File: src/rtl/dac_tx_streamer.sv
// Wishbone-fed 16-bit SPI DAC transmit path: TX FIFO, sample-rate timer, serializer, CSRs.
// Optional DAC_TX_REPEAT_LAST_EN: an underrun tick resends the last transmitted sample.
module dac_tx_streamer #(
  parameter int                   ADDRWIDTH     = 10,
  parameter int                   DATAWIDTH     = 32,
  parameter int                   FIFO_AW       = 4,
  parameter int                   CLK_DIV       = 4,
  parameter logic [DATAWIDTH-1:0] DEF_REG_VALUE = 32'hFAB_DEF_AC
) (
  input  logic                 WBs_CLK_i,
  input  logic                 WBs_RST_i,
  input  logic [ADDRWIDTH-1:0] WBs_ADR_i,
  input  logic                 WBs_CYC_i,
  input  logic                 WBs_STB_i,
  input  logic                 WBs_WE_i,
  input  logic [3:0]           WBs_BYTE_STB_i,
  input  logic [DATAWIDTH-1:0] WBs_DAT_i,
  output logic [DATAWIDTH-1:0] WBs_DAT_o,
  output logic                 WBs_ACK_o,
  output logic                 DAC_SCLK_o,
  output logic                 DAC_SYNC_n_o,
  output logic                 DAC_SDO_o,
  output logic                 TX_Low_IRQ_o
);

  localparam int              DEPTH    = 2 ** FIFO_AW;
  localparam int              LW       = FIFO_AW + 1;
  localparam logic [15:0]     DIV_M1   = 16'(CLK_DIV - 1);
  localparam logic [LW-1:0]   FULL_LVL = LW'(DEPTH);

  typedef enum logic [1:0] {ST_IDLE, ST_LOAD, ST_SHIFT, ST_GAP} state_t;

  logic clk, rst;
  assign clk = WBs_CLK_i;
  assign rst = WBs_RST_i;

  logic unused_ok;
  assign unused_ok = ^{WBs_DAT_i[DATAWIDTH-1:16], WBs_BYTE_STB_i[3:2]};

  // Bus handshake and decode
  logic ack_q, ack_d, bus_req, bus_wr;
  logic sel_ctrl, sel_rate, sel_data, sel_stat, sel_thr;

  assign bus_req  = WBs_CYC_i & WBs_STB_i & ~ack_q;
  assign bus_wr   = bus_req & WBs_WE_i;
  assign ack_d    = bus_req;
  assign sel_ctrl = (WBs_ADR_i == ADDRWIDTH'(0));
  assign sel_rate = (WBs_ADR_i == ADDRWIDTH'(1));
  assign sel_data = (WBs_ADR_i == ADDRWIDTH'(2));
  assign sel_stat = (WBs_ADR_i == ADDRWIDTH'(3));
  assign sel_thr  = (WBs_ADR_i == ADDRWIDTH'(4));

  logic            enable_q, enable_d, irq_en_q, irq_en_d;
  logic [15:0]     rate_q, rate_d;
  logic [LW-1:0]   thresh_q, thresh_d;
  logic            underrun_q, underrun_d, overflow_q, overflow_d;
  logic            underrun_clr, overflow_clr, underrun_set;
  logic            flush, push_req, pop_req;

  always_comb begin
    enable_d     = enable_q;
    irq_en_d     = irq_en_q;
    rate_d       = rate_q;
    thresh_d     = thresh_q;
    flush        = 1'b0;
    push_req     = 1'b0;
    underrun_clr = 1'b0;
    overflow_clr = 1'b0;
    if (bus_wr) begin
      if (sel_ctrl && WBs_BYTE_STB_i[0]) begin
        enable_d = WBs_DAT_i[0];
        flush    = WBs_DAT_i[1];
        irq_en_d = WBs_DAT_i[2];
      end
      if (sel_rate && WBs_BYTE_STB_i[0]) rate_d[7:0]  = WBs_DAT_i[7:0];
      if (sel_rate && WBs_BYTE_STB_i[1]) rate_d[15:8] = WBs_DAT_i[15:8];
      if (sel_data && (WBs_BYTE_STB_i[1:0] == 2'b11)) push_req = 1'b1;
      if (sel_stat && WBs_BYTE_STB_i[0]) begin
        underrun_clr = WBs_DAT_i[2];
        overflow_clr = WBs_DAT_i[3];
      end
      if (sel_thr && WBs_BYTE_STB_i[0]) thresh_d = WBs_DAT_i[LW-1:0];
    end
  end

  // TX FIFO
  logic [15:0]        mem_q [DEPTH];
  logic [FIFO_AW-1:0] wr_ptr_q, wr_ptr_d, rd_ptr_q, rd_ptr_d;
  logic [LW-1:0]      level_q, level_d;
  logic               empty, full, push_ok, pop_ok;
  logic [15:0]        fifo_rdata;

  assign empty      = (level_q == '0);
  assign full       = (level_q == FULL_LVL);
  assign push_ok    = push_req & ~full;
  assign pop_ok     = pop_req & ~empty;
  assign fifo_rdata = mem_q[rd_ptr_q];

  always_comb begin
    wr_ptr_d = wr_ptr_q;
    rd_ptr_d = rd_ptr_q;
    level_d  = level_q;
    if (flush) begin
      wr_ptr_d = '0;
      rd_ptr_d = '0;
      level_d  = '0;
    end else begin
      if (push_ok) wr_ptr_d = wr_ptr_q + 1'b1;
      if (pop_ok)  rd_ptr_d = rd_ptr_q + 1'b1;
      level_d = level_q + LW'(push_ok) - LW'(pop_ok);
    end
  end

  always_ff @(posedge clk) begin
    if (push_ok) mem_q[wr_ptr_q] <= WBs_DAT_i[15:0];
  end

  assign overflow_d = (push_req & full) | (overflow_q & ~overflow_clr);
  assign underrun_d = underrun_set | (underrun_q & ~underrun_clr);

  // Sample-rate timer: RATE of 0 behaves as 1 (tick every cycle)
  logic [15:0] tmr_q, tmr_d, rate_m1;
  logic        tick;

  assign rate_m1 = (rate_q == '0) ? '0 : rate_q - 16'd1;

  always_comb begin
    tick  = 1'b0;
    tmr_d = tmr_q;
    if (!enable_q) begin
      tmr_d = rate_m1;
    end else if (tmr_q == '0) begin
      tick  = 1'b1;
      tmr_d = rate_m1;
    end else begin
      tmr_d = tmr_q - 16'd1;
    end
  end

  // Serializer
  state_t      state_q, state_d;
  logic [15:0] div_q, div_d, shreg_q, shreg_d;
  logic [3:0]  bit_q, bit_d;
  logic        hi_q, hi_d, pend_q, pend_d, busy;
  logic        sclk_q, sclk_d, sync_n_q, sync_n_d, sdo_q, sdo_d, irq_q, irq_d;
`ifdef DAC_TX_REPEAT_LAST_EN
  logic [15:0] last_q, last_d;
`endif

  assign busy = (state_q != ST_IDLE);

  // One-deep pending tick; dropped whenever the timer is disabled
  always_comb begin
    pend_d = pend_q;
    if (!enable_q)              pend_d = 1'b0;
    else if (state_q == ST_IDLE) pend_d = 1'b0;
    else if (tick)              pend_d = 1'b1;
  end

  always_comb begin
    state_d      = state_q;
    div_d        = div_q;
    bit_d        = bit_q;
    hi_d         = hi_q;
    shreg_d      = shreg_q;
    pop_req      = 1'b0;
    underrun_set = 1'b0;
`ifdef DAC_TX_REPEAT_LAST_EN
    last_d       = last_q;
`endif
    case (state_q)
      ST_IDLE: begin
        if (enable_q && (tick || pend_q)) begin
          if (!empty) begin
            pop_req = 1'b1;
            shreg_d = fifo_rdata;
            state_d = ST_LOAD;
            div_d   = DIV_M1;
`ifdef DAC_TX_REPEAT_LAST_EN
            last_d  = fifo_rdata;
`endif
          end else begin
            underrun_set = 1'b1;
`ifdef DAC_TX_REPEAT_LAST_EN
            shreg_d = last_q;
            state_d = ST_LOAD;
            div_d   = DIV_M1;
`endif
          end
        end
      end
      ST_LOAD: begin
        if (div_q == '0) begin
          state_d = ST_SHIFT;
          hi_d    = 1'b1;
          bit_d   = '0;
          div_d   = DIV_M1;
        end else begin
          div_d = div_q - 16'd1;
        end
      end
      ST_SHIFT: begin
        if (div_q == '0) begin
          div_d = DIV_M1;
          if (hi_q) begin
            hi_d = 1'b0;
          end else begin
            hi_d    = 1'b1;
            shreg_d = {shreg_q[14:0], 1'b0};
            if (bit_q == 4'd15) begin
              state_d = ST_GAP;
              hi_d    = 1'b0;
            end else begin
              bit_d = bit_q + 4'd1;
            end
          end
        end else begin
          div_d = div_q - 16'd1;
        end
      end
      ST_GAP: begin
        if (div_q == '0) state_d = ST_IDLE;
        else             div_d   = div_q - 16'd1;
      end
      default: state_d = ST_IDLE;
    endcase
  end

  // Pin outputs are derived from next-state values so they register cleanly
  always_comb begin
    sync_n_d = ~((state_d == ST_LOAD) || (state_d == ST_SHIFT));
    sclk_d   = (state_d == ST_SHIFT) && hi_d;
    sdo_d    = ~sync_n_d & shreg_d[15];
    irq_d    = irq_en_q & enable_q & (level_q <= thresh_q);
  end

  always_ff @(posedge clk or posedge rst) begin
    if (rst) begin
      ack_q      <= 1'b0;
      enable_q   <= 1'b0;
      irq_en_q   <= 1'b0;
      rate_q     <= 16'd200;
      thresh_q   <= '0;
      underrun_q <= 1'b0;
      overflow_q <= 1'b0;
      wr_ptr_q   <= '0;
      rd_ptr_q   <= '0;
      level_q    <= '0;
      tmr_q      <= '0;
      pend_q     <= 1'b0;
      state_q    <= ST_IDLE;
      div_q      <= '0;
      bit_q      <= '0;
      hi_q       <= 1'b0;
      shreg_q    <= '0;
      sclk_q     <= 1'b0;
      sync_n_q   <= 1'b1;
      sdo_q      <= 1'b0;
      irq_q      <= 1'b0;
    end else begin
      ack_q      <= ack_d;
      enable_q   <= enable_d;
      irq_en_q   <= irq_en_d;
      rate_q     <= rate_d;
      thresh_q   <= thresh_d;
      underrun_q <= underrun_d;
      overflow_q <= overflow_d;
      wr_ptr_q   <= wr_ptr_d;
      rd_ptr_q   <= rd_ptr_d;
      level_q    <= level_d;
      tmr_q      <= tmr_d;
      pend_q     <= pend_d;
      state_q    <= state_d;
      div_q      <= div_d;
      bit_q      <= bit_d;
      hi_q       <= hi_d;
      shreg_q    <= shreg_d;
      sclk_q     <= sclk_d;
      sync_n_q   <= sync_n_d;
      sdo_q      <= sdo_d;
      irq_q      <= irq_d;
    end
  end

`ifdef DAC_TX_REPEAT_LAST_EN
  always_ff @(posedge clk or posedge rst) begin
    if (rst) last_q <= '0;
    else     last_q <= last_d;
  end
`endif

  // Register read-back
  always_comb begin
    WBs_DAT_o = DEF_REG_VALUE;
    if (sel_ctrl)      WBs_DAT_o = DATAWIDTH'({irq_en_q, 1'b0, enable_q});
    else if (sel_rate) WBs_DAT_o = DATAWIDTH'(rate_q);
    else if (sel_data) WBs_DAT_o = DATAWIDTH'(level_q);
    else if (sel_stat) WBs_DAT_o = DATAWIDTH'({8'(level_q), 3'b000, busy, overflow_q,
                                               underrun_q, full, empty});
    else if (sel_thr)  WBs_DAT_o = DATAWIDTH'(thresh_q);
  end

  assign WBs_ACK_o    = ack_q;
  assign DAC_SCLK_o   = sclk_q;
  assign DAC_SYNC_n_o = sync_n_q;
  assign DAC_SDO_o    = sdo_q;
  assign TX_Low_IRQ_o = irq_q;

endmodule

File: config.mk
export PLATFORM = sky130hd
export DESIGN_NAME = dac_tx_streamer
export DESIGN_NICKNAME = d
export VERILOG_FILES = /design/src/rtl/dac_tx_streamer.sv
export SDC_FILE = /design/constraint.sdc
export NUM_CORES = 1
export LEC_CHECK = 0
export ABC_CLOCK_PERIOD_IN_PS = 3800
export CORE_UTILIZATION = 60
export DETAILED_ROUTE_END_ITERATION = 16
export PLACE_DENSITY = 0.8
export RECOVER_POWER = 50
export SLEW_MARGIN = 20
export SYNTH_ARGS = -nofsm -noshare
export SYNTH_HDL_FRONTEND = slang
export SYNTH_SLANG_ARGS = --single-unit
File: constraint.sdc
create_clock -name WBs_CLK_i -period 3.8 [get_ports WBs_CLK_i]
set_clock_uncertainty 0.15 [all_clocks]
set_input_delay 0.76 -clock WBs_CLK_i [delete_from_list [all_inputs] [get_ports WBs_CLK_i]]
set_output_delay 0.76 -clock WBs_CLK_i [all_outputs]
set_load 0.01 [all_outputs]
Word level (Yosys, flattened, before mapping) --
Memories as Yosys holds them, arrays and structs flattened. Cells that the tools add are included. Widths: inputs -> output; s select.
Storage, ports and cells: memory bits (writable) 256, bits in registers 99, memories 1, output and inout port bits 37
Operators by class: muxes and demuxes 62, equal/unequal tests 20, reduce and logical (&&, ||, !) cells 29, bitwise gates (word level) 19, add/subtract/negate cells 8, order comparisons 1
Memory list:
- mem_q | words 16, width 16, read ports 1, clocked after memory_dff 0, wr ports 1, line 87 | logic [15:0] mem_q [DEPTH];
Operator list (number):
- $mux 16 | 11
- $mux 32 | 5
- $logic_not 16->1 | 3
- $pmux 16 s3 | 1
- $sub 16x1->16 const B | 3
- $mux 4 | 8
- $pmux 16 s2 | 1
- $mux 1 | 25
- $eq 10x2->1 const B | 2
- $mux 2 | 7
- $add 4x1->4 const B | 3
- $ne 2x2->1 const B | 6
- $and 1x1->1 | 11
- $eq 10x1->1 const B | 1
- $eq 10x3->1 const B | 1
- $logic_not 10->1 | 1
- $reduce_and 5->1 | 2
- $reduce_bool 2->1 | 5
- $eq 2x2->1 const B | 4
- $logic_and 1x1->1 | 8
- $pmux 2 s4 | 1
- $pmux 4 s2 | 1
- $reduce_and 2->1 | 4
- $not 1->1 | 6
- other kinds (16) | 19

Logic depth before layout (Yosys ltp) --
Gate-level depths: netlist of run 1.
depth in word-level cells 10, depth in mapped cells 16

Least setup slack after synthesis of run 1 --
No wires, ideal clock.
kind input to register, from in WBs_ADR_i[7], to mem mem_q[0][0] (enable), setup slack -0.285 ns, path buffers 1, data arrival time 3.505 ns, data required time 3.220 ns, stages 7, library setup time 0.430 ns, path through nor4_2 > and4b_1 > buf_4 > nand3_1 > and2b_1 > inv_2 > nor4_1
Between the ends: longest elaborated chain between the ends 7
RTL lines:
- start: declaration | line 12 | input logic [ADDRWIDTH-1:0] WBs_ADR_i,
- $eq 10x2->1 | line 49 | assign sel_data = (WBs_ADR_i == ADDRWIDTH'(2));
- $logic_and 1x1->1 | line 77 | if (sel_data && (WBs_BYTE_STB_i[1:0] == 2'b11)) push_req = 1'b1;
- $mux 1 | line 77
- $mux 1 | line 69 | if (bus_wr) begin
- $and 1x1->1 | line 95 | assign push_ok = push_req & ~full;
- $mux 1 | line 115 | if (push_ok) mem_q[wr_ptr_q] <= WBs_DAT_i[15:0];
- $mux 1 (implied by the code) | line 115
- end: declaration | line 87
Every way passes these cells.

Worst setup path in the final report of run 1 --
from in WBs_ADR_i[7], to out WBs_DAT_o[0]
Between the ends: longest elaborated chain between the ends 6
RTL lines:
- $eq 10x3->1 | line 51 | assign sel_thr = (WBs_ADR_i == ADDRWIDTH'(4));
- $mux 32 | line 300 | else if (sel_thr) WBs_DAT_o = DATAWIDTH'(thresh_q);
- $mux 32 | line 298 | else if (sel_stat) WBs_DAT_o = DATAWIDTH'({8'(level_q), 3'b000, busy, overflow_q,
- $mux 32 | line 297 | else if (sel_data) WBs_DAT_o = DATAWIDTH'(level_q);
- $mux 32 | line 296 | else if (sel_rate) WBs_DAT_o = DATAWIDTH'(rate_q);
- $mux 32 * | line 295 | if (sel_ctrl) WBs_DAT_o = DATAWIDTH'({irq_en_q, 1'b0, enable_q});
- end: declaration | line 18 | output logic [DATAWIDTH-1:0] WBs_DAT_o,
Mark *: on every way between the ends. The rest lies on a longest branch, timed or not.

==> impl_metrics.yaml, run 1 <==
power_and_ir_drop:
  power_uw: 9620
  p_per_area_nw_per_um2: 527
  p_leak_uw: 0.00712
  ir_worst_vdd_v: 0.000388
setup_path:
  worstSetupPathType: "primary input to output port"
  critPathMostFrequentCell: "clkdlybuf4s50_1"
  critical_path_arrival_ps: 2820
  start_kind: "primary input"
  cpLargestDelayFamily: "buffers and inverters"
  max_stage_delay_ps: 560
  critPathCaptureType: "output port"
  worstPathBufferInverterCount: 3
  cp_slowest_cell: "clkdlybuf4s50_1"
  critPathRequiredTime_ps: 2890
  worstPathMaxFanout: 6
  cp_cell_sequence: "clkdlybuf4s50_1 -> nor4_4 -> nand2_2 -> nor2_2 -> buf_4 -> a221oi_1 -> a21oi_1 -> clkdlybuf4s50_1"
job:
  maxCapViolCount: 1
floorplanning:
  core-area_um2: 25400
  dieArea_um2: 26800
  ios: 88
  rows: 58
  dieHeight_um: 164
  die_w_um: 164
  initial_utilization_pct: 61.8
logic_synthesis:
  yosysWarnings: 0
  async_flop_share_pct: 27.9
  synth-edff-count: 256
  synthesis.instances: 1051
  yosysSeqAreaShare_pct: 64.8
  synth_ff_type: "edfxtp_1"
  yosysUniqueCellTypes: 71
  ys_seq_elements: 355
  postSynthAreaPerCell_um2: 14.9
  netlist_area_um2: 15700
sta:
  timing.fmax_mhz: 268
  finalHoldWorstSlack_ps: 308
  hold_viol: 0
  rsz0062_at_grt: "yes"
  tightest_slew_ps: 1540
  fin_crit_ps: 3730
  slew_violations: 74
  period_share_pct: 98.3
  relSlewSlack_pct: -2.88
  setup_viol: 0
  fin_tns_setup_ps: 0
global_route:
  grt_max_degree: 74
  grt_pass1_vias: 9769
  grt_overflow: 0
  grt_pass1_wl_mm: 55.4
  grt_util_all_layers_pct: 28.0
  antenna_found_initial: 0
drt:
  drt_iter0_markers: 861
  drt-pass1-iter-count: 5
  ant_nets: 0
  drt_wl_total_mm: 35.8
  wl_per_cell_um: 23.5
  drc: 0
  vias: 9622
  avgViaCountPerCell: 6.31
outcome:
  status: "finished with violations"
  failed_checks: "max-capacitance violations, max-slew violations"
clock_network:
  cts.sinks: 355
  clock-root-buffer: "clkbuf_16"
  tritoncts: "yes"
  clock_path_buffers: 3
  cts_buffers: 37
  cts_max_level: 2
  cts_hold_buf: 0
  clk_latency_ps: 530
  path_clk_slew_ps: 60
placement:
  gp_congestion: 0.872
  dpl-instance-area_um2: 17100
  post-dp-hpwl_mm: 22.3
  port_buffers: 65
final_layout:
  nFillCells: 1599
  drive_gt1_share_pct: 20.2
  nets: 1245
  seqCellArea_um2: 10200
  antenna_cells: 0
  fin_area_um2: 18300
  multi_input_area_um2: 5160
  syn2layout_area_growth_pct: 16.3
worst_hold_path:
  hp-class: "flop to flop"
==> per-layer routing <==
metal | part of all wire [%] | up-vias | GRT usage, % | wire [um]
met4 | 3.9 | 0 | 10.2 | 1400
li1 | - | 4236 | - | -
met1 | 40 | 4868 | 37.7 | 14400
met5 | 0 | - | 0 | 0
met2 | 49 | 415 | 46.3 | 17500
met3 | 6.9 | 103 | 4.70 | 2460
==> what timing repair did <==
item | in CTS | in global routing
buffers inserted | 0 | 2
pin swaps | 0 | 1
gates resized for setup | 6 | 13
endpoints found under the setup margin | 4 | 14
==> cell usage after synthesis, drive strengths merged (11+ instances only) <==
| library cell | instances | area [um^2] |
|---|---|---|
| nor2b | 11 | 68.8 |
| dfrtp | 95 | 2380 |
| buf | 39 | 253 |
| a21oi | 49 | 257 |
| xor2 | 29 | 254 |
| nor2 | 69 | 259 |
| xnor2 | 17 | 149 |
| inv | 33 | 124 |
| o21ai | 34 | 170 |
| mux2 | 35 | 394 |
| a221oi | 11 | 96.3 |
| nor4 | 15 | 119 |
| o22ai | 20 | 125 |
| ha | 26 | 325 |
| nand3 | 18 | 100 |
| edfxtp | 256 | 7690 |
| nor3 | 18 | 95.1 |
| clkbuf | 21 | 81.3 |
| mux4 | 54 | 1220 |
| nand2 | 49 | 184 |
| mux2i | 37 | 370 |
==> worst reg2reg max path: stages, from the launching register on <==
cell,delay [ps]
dfrtp_1,410
inv_1,100
ha_1,150
nor4b_1,350
a41oi_1,170
clkbuf_1,210
nor3b_2,250
ha_1,270
inv_1,60
ha_1,170
inv_1,70
fa_1,410
inv_1,60
a21oi_1,50
nor2_1,120
or3_1,120
a21oi_1,60
==> where the power goes <==
| group | switching [uW] | internal, uW | total, uW |
|---|---|---|---|
| sequential | 203 | 4380 | 4580 |
| combinational | 969 | 672 | 1640 |
| clock | 1510 | 1890 | 3400 |
==> worst paths after layout <==
check | start | cells after the start | slack, ps | end
hold / removal | WBs_ACK_o | 1 | 310 | WBs_ACK_o
setup reg to reg | tmr_q[0] | 16 | 480 | level_q[4]
min in group asynchronous | WBs_RST_i | 2 | 1000 | DAC_SDO_o
setup / recovery | WBs_ADR_i[7] | 8 | 70 | WBs_DAT_o[0]
max in group asynchronous | WBs_RST_i | 3 | 880 | div_q[10]
hold reg to reg | WBs_ACK_o | 1 | 310 | WBs_ACK_o
==> cell families (layout without fill, tap and decap cells) <==
logic type	Yosys count	after routing	synth area share, %
AOI/OAI and AO/OA	166	166	6.81
xor gates and xnor gates	46	46	2.57
adders and majority gates	27	27	2.20
buffers and inverters	94	234	2.94
DFF	355	355	64.8
muxes	126	126	12.6
other	1	4	0.0239
and+or+nand+nor	236	236	8.02
==> cell usage in the layout (no fill, tap or decap), types with 8 or more instances in the layout <==
cell / n
clkbuf_16: 37
nor2_1: 67
nor3_1: 12
xnor2_1: 17
mux2i_1: 37
clkdlybuf4s50_1: 32
dlygate4sd3_1: 22
edfxtp_1: 256
nor2b_1: 11
a21oi_1: 48
inv_1: 31
o21ai_0: 32
a21o_1: 9
dlymetal6s2s_1: 10
mux4_2: 54
nand2_1: 48
o211ai_1: 9
buf_4: 58
mux2_2: 35
o21a_1: 10
and2_1: 8
ha_1: 26
clkbuf_1: 14
a221oi_1: 11
o22ai_1: 20
xor2_1: 29
dfrtp_1: 93
nand3_1: 16
==> cell type report <==
class / count / share of cell area (%)
Clock buffer: 46 / 5.26
Tap cell: 330 / 2.26
Timing Repair Buffer: 134 / 6.84
Inverter: 34 / 0.699
Clock inverter: 20 / 0.884
Multi-Input combinational cell: 605 / 28.3
Sequential cell: 355 / 55.8
==> metrics by stage <==
step | util, % | setup slack [ps] | std cells
final | 71.9 | 65.6 | 1524
after global routing | 71.9 | -4.79 | 1524
after CTS | 71.7 | 24.2 | 1522
after detailed placement | 67.2 | -135 | 1456
after global placement | 67.2 | -94.4 | 1456
after floorplan | - | -285 | 1054
==> flip-flops by register name, indices dropped and copies added, names as in the netlist, 2 cells and up <==
signal / flops
shreg_q: 16
level_q: 5
mem_q: 256
rate_q: 16
wr_ptr_q: 4
bit_q: 4
thresh_q: 5
rd_ptr_q: 4
tmr_q: 16
state_q: 2
div_q: 16
Note: power is estimated with default switching activity, not from simulation.
==> inputs of run 2 (changes only) <==
CORE_ASPECT_RATIO = 1.2   (was not set)
GPL_TIMING_DRIVEN = 0   (was not set)
==> impl_metrics.yaml, run 2 (synthesis results as in run 1) <==
sta:
  relSlewSlack_pct: -40.1
  finalHoldWorstSlack_ps: 341
  fin_crit_ps: 3730
  postLayoutSetupSlackWorst_ps: 74.6
  setup_viol: 0
  period_share_pct: 98.0
  slew_violations: 52
  hold_viol: 0
  tightest_slew_ps: 2100
  timing.fmax_mhz: 268
worst_hold_path:
  hp-class: "flop to flop"
  min_path_cells: 2
  min-delay-start: "shreg_q[12]"
  holdPathEnd: "shreg_q[12]"
setup_path:
  critPathRequiredTime_ps: 2890
  cp.depth: 9
  cpLargestDelayFamily: "buffers and inverters"
  r2r_cells: 14
  r2r-end: "level_q[4]"
  max_stage_delay_ps: 470
  critical_path_arrival_ps: 2820
  reg2reg_from: "tmr_q[10]"
  start_kind: "primary input"
  critPathCaptureType: "output port"
  worstPathBufferInverterCount: 5
  critPathMostFrequentCell: "buf_4"
  cp_cell_sequence: "clkdlybuf4s50_1 -> nor4_4 -> buf_4 -> nand2_4 -> nor2_4 -> buf_4 -> nor2_4 -> buf_4 -> clkdlybuf4s50_1"
  rrSetupSlack_ps: 260
  worstPathMaxFanout: 7
  startpoint: "WBs_ADR_i[7]"
  worstSetupPathType: "primary input to output port"
  cp_slowest_cell: "clkdlybuf4s50_1"
clock_network:
  cts.sinks: 355
  path_clk_slew_ps: 60
  tritoncts: "yes"
  cts_max_level: 2
  clk_latency_ps: 520
  clock_path_buffers: 3
  clock-root-buffer: "clkbuf_16"
  cts_buffers: 35
  cts_hold_buf: 0
floorplanning:
  dieHeight_um: 179
  dieArea_um2: 26800
  die_w_um: 150
  initial_utilization_pct: 61.2
  rows: 64
  core-area_um2: 25600
  ios: 88
drt:
  ant_nets: 0
  drt-pass1-iter-count: 5
  wl_per_cell_um: 23.7
  drc: 0
  avgViaCountPerCell: 6.36
  drt_wl_total_mm: 36.8
  vias: 9897
  drt_iter0_markers: 887
global_route:
  grt_overflow: 0
  grt_pass1_vias: 9939
  antenna_found_initial: 0
  grt_max_degree: 53
  grt_pass1_wl_mm: 56.2
  grt_util_all_layers_pct: 28.2
placement:
  pre_cts_ws_ps: -506
  port_buffers: 64
  post-dp-hpwl_mm: 24.4
  gp_congestion: 0.912
outcome:
  failed_checks: "max-capacitance violations, max-slew violations"
  status: "finished with violations"
final_layout:
  final_cell_mix: "edfxtp_1 (256), dfrtp_1 (95), nor2_1 (61)"
  largest_reg_flops: 256
  antenna_cells: 0
  nets: 1278
  top_register: "mem_q"
  final_common_cell: "edfxtp_1"
  syn2layout_area_growth_pct: 17.3
  drive_gt1_share_pct: 21.7
  final_util_pct: 71.8
power_and_ir_drop:
  p_per_area_nw_per_um2: 519
  ir_worst_vdd_v: 0.000349
  p_leak_uw: 0.00724
job:
  maxCapViolCount: 1
[run 2: changes by cell type in the layout (fill, tap and decap cells not counted), sizes merged, moves of 2 or more]
cell,before,now
buf,64,82
clkbuf,51,72
clkdlybuf4s50,32,30
clkinv,10,8
clkinvlp,5,1
dlygate4sd2,1,4
dlygate4sd3,22,20
[run 2: metrics by stage]
step                      cells  TNS [ps]  area, um^2  power (uW)
after floorplan            1054    -18220       15700        5820
after global placement     1448   -457050       16800        6200
after detailed placement   1473    -53320       17000        6280
after CTS                  1547         0       18300        9580
after global routing       1557     -27.8       18400        9920
final                      1557         0       18400        9550
[run 2: worst min-delay path: cells and delay by family, from the launching register on]
| family | cells | cell delay (ps) |
|---|---|---|
| DFF | 1 | 340 |
| AOI/OAI and AO/OA | 2 | 120 |
[run 2: layout make-up]
cell class,count,area (um^2)
Sequential cell,355,10200
Fill cell,1535,7220
Multi-Input combinational cell,606,5240
Timing Repair Buffer,108,1020
Clock buffer,50,942
Tap cell,330,413
Buffer,60,340
Clock inverter,14,144
Inverter,34,130
[run 2: how the worst max path moves through the flow]
| stage | end |
|---|---|
| final | WBs_DAT_o[30] |
| after global placement | mem_q[0][4] |
| after detailed placement | WBs_DAT_o[7] |
| after global routing | level_q[4] |
| after floorplan | mem_q[0][0] |
| after CTS | level_q[4] |
[run 2: report_power, final]
| part | switching, uW | internal (uW) | leakage, uW |
|---|---|---|---|
| Sequential | 180 | 4380 | 0.00357 |
| Clock | 1430 | 1890 | 0.000531 |
| Combinational | 980 | 698 | 0.00314 |
[run 2: layer usage]
layer,up-vias,share of wire [%],track usage [%]
met5,-,0,0
met4,0,4.7,14.2
met3,134,6.6,4.48
met2,513,51,48.5
met1,4945,37,34.6
li1,4305,-,-
[run 2: what timing repair did]
action / in CTS / in global routing
resized for setup: 20 / 22
pin swaps: 7 / 6
setup buffers: 10 / 9
cloned: 0 / 1
endpoints found under the setup margin: 32 / 95
==> inputs of run 3 (changes only) <==
SLEW_MARGIN = 15   (was 20)
==> impl_metrics.yaml, run 3 (synthesis results as in run 1) <==
floorplanning:
  core-area_um2: 25600
  die_w_um: 150
  ios: 88
  initial_utilization_pct: 61.2
  dieHeight_um: 179
  rows: 64
  dieArea_um2: 26800
sta:
  finalHoldWorstSlack_ps: 343
  setup_viol: 0
  timing.fmax_mhz: 264
  slew_violations: 53
  fin_tns_setup_ps: 0
  relSlewSlack_pct: -34.5
  period_share_pct: 99.8
  fin_crit_ps: 3790
  hold_viol: 0
  tightest_slew_ps: 2020
placement:
  dpl-instance-area_um2: 17000
  place_inst: 1473
  post-dp-hpwl_mm: 24.3
  gp_congestion: 0.912
  port_buffers: 64
drt:
  ant_nets: 0
  vias: 9803
  drt_wl_total_mm: 37.3
  drt_iter0_markers: 935
  avgViaCountPerCell: 6.31
  drt-pass1-iter-count: 6
  wl_per_cell_um: 24.0
  drc: 0
worst_hold_path:
  holdPathEnd: "shreg_q[12]"
  min-delay-start: "shreg_q[12]"
  min_path_cells: 2
  hp-class: "flop to flop"
setup_path:
  worstSetupPathType: "primary input to output port"
  critical_path_arrival_ps: 2880
  worstPathMaxFanout: 17
  reg2reg_from: "tmr_q[10]"
  rrSetupSlack_ps: 240
  start_kind: "primary input"
  r2r-end: "level_q[4]"
  critPathCaptureType: "output port"
  critPathRequiredTime_ps: 2890
  r2r_cells: 14
clock_network:
  cts_max_level: 2
  cts_buffers: 36
  clock-root-buffer: "clkbuf_16"
  path_clk_slew_ps: 60
  clock_path_buffers: 3
  cts.sinks: 355
  clk_latency_ps: 530
  tritoncts: "yes"
  cts_hold_buf: 0
final_layout:
  final_cells: 1554
  nets: 1274
  nFillCells: 1558
  final_common_cell: "edfxtp_1"
  syn2layout_area_growth_pct: 17.3
  top_register: "mem_q"
  seqCellArea_um2: 10200
  final_util_pct: 71.8
  final_cell_mix: "edfxtp_1 (256), dfrtp_1 (95), nor2_1 (61)"
  fin_area_um2: 18400
  antenna_cells: 0
  largest_reg_flops: 256
  multi_input_area_um2: 5230
  drive_gt1_share_pct: 21.2
power_and_ir_drop:
  ir_worst_vdd_v: 0.000341
  p_per_area_nw_per_um2: 519
  p_leak_uw: 0.00722
global_route:
  antenna_found_initial: 0
  grt_pass1_wl_mm: 56.8
  grt_util_all_layers_pct: 28.8
  grt_max_degree: 53
  grt_pass1_vias: 10100
  grt_overflow: 0
outcome:
  failed_checks: "max-capacitance violations, max-slew violations"
  status: "finished with violations"
job:
  maxCapViolCount: 1
-- run 3: routing by layer --
metal  global-route usage [%]  routed length [um]
met2                     49.4               19000
met1                     35.8               13700
met4                     13.7                1620
met5                        0                   0
met3                     4.40                2930
-- run 3: final cells by class --
type / instances / share of cell area [%]
clock inverters: 12 / 0.544
inverters: 34 / 0.707
plain buffers: 60 / 1.85
flip-flops and latches: 355 / 55.3
clock buffers: 54 / 5.38
multi-input cells: 605 / 28.4
well taps: 330 / 2.24
repair buffers: 104 / 5.57
-- run 3: repair_timing --
| action | 4_1_cts | 5_1_grt |
|---|---|---|
| endpoints found under the hold margin | 0 | 0 |
| setup buffers | 9 | 6 |
| pin swaps | 8 | 5 |
| setup endpoints to repair | 32 | 97 |
| gates resized for setup | 17 | 33 |
-- run 3: critical path: stages --
cell,delay (ps)
clkdlybuf4s50_1,440
nor4_4,310
buf_4,170
nand2_4,90
nor2_4,140
buf_4,160
nor2_4,50
buf_12,150
buf_4,120
clkdlybuf4s50_1,460
-- run 3: worst max-delay path by stage --
stage            startpoint            end  slack [ps]
5_1_grt        WBs_ADR_i[7]   WBs_DAT_o[3]         -50
3_5_place_dp   WBs_ADR_i[7]   WBs_DAT_o[7]        -510
3_3_place_gp   WBs_ADR_i[7]    mem_q[0][4]       -2550
4_1_cts        WBs_ADR_i[8]   WBs_DAT_o[1]           8
6_report       WBs_ADR_i[7]  WBs_DAT_o[21]           8
2_1_floorplan  WBs_ADR_i[7]    mem_q[0][0]        -280
-- run 3: report_power, final --
part | leakage, uW | internal (uW) | total, uW | switching (uW)
clock network | 0.000519 | 1840 | 3310 | 1480
registers | 0.00357 | 4380 | 4560 | 182
logic | 0.00314 | 699 | 1680 | 982
total | 0.00722 | 6910 | 9560 | 2640
-- run 3: per-stage QoR --
stage          setup WS, ps  power [uW]
2_1_floorplan          -285        5820
3_3_place_gp          -2550        6200
3_5_place_dp           -514        6280
4_1_cts                8.11        9570
5_1_grt               -46.8        9940
6_report               7.82        9560
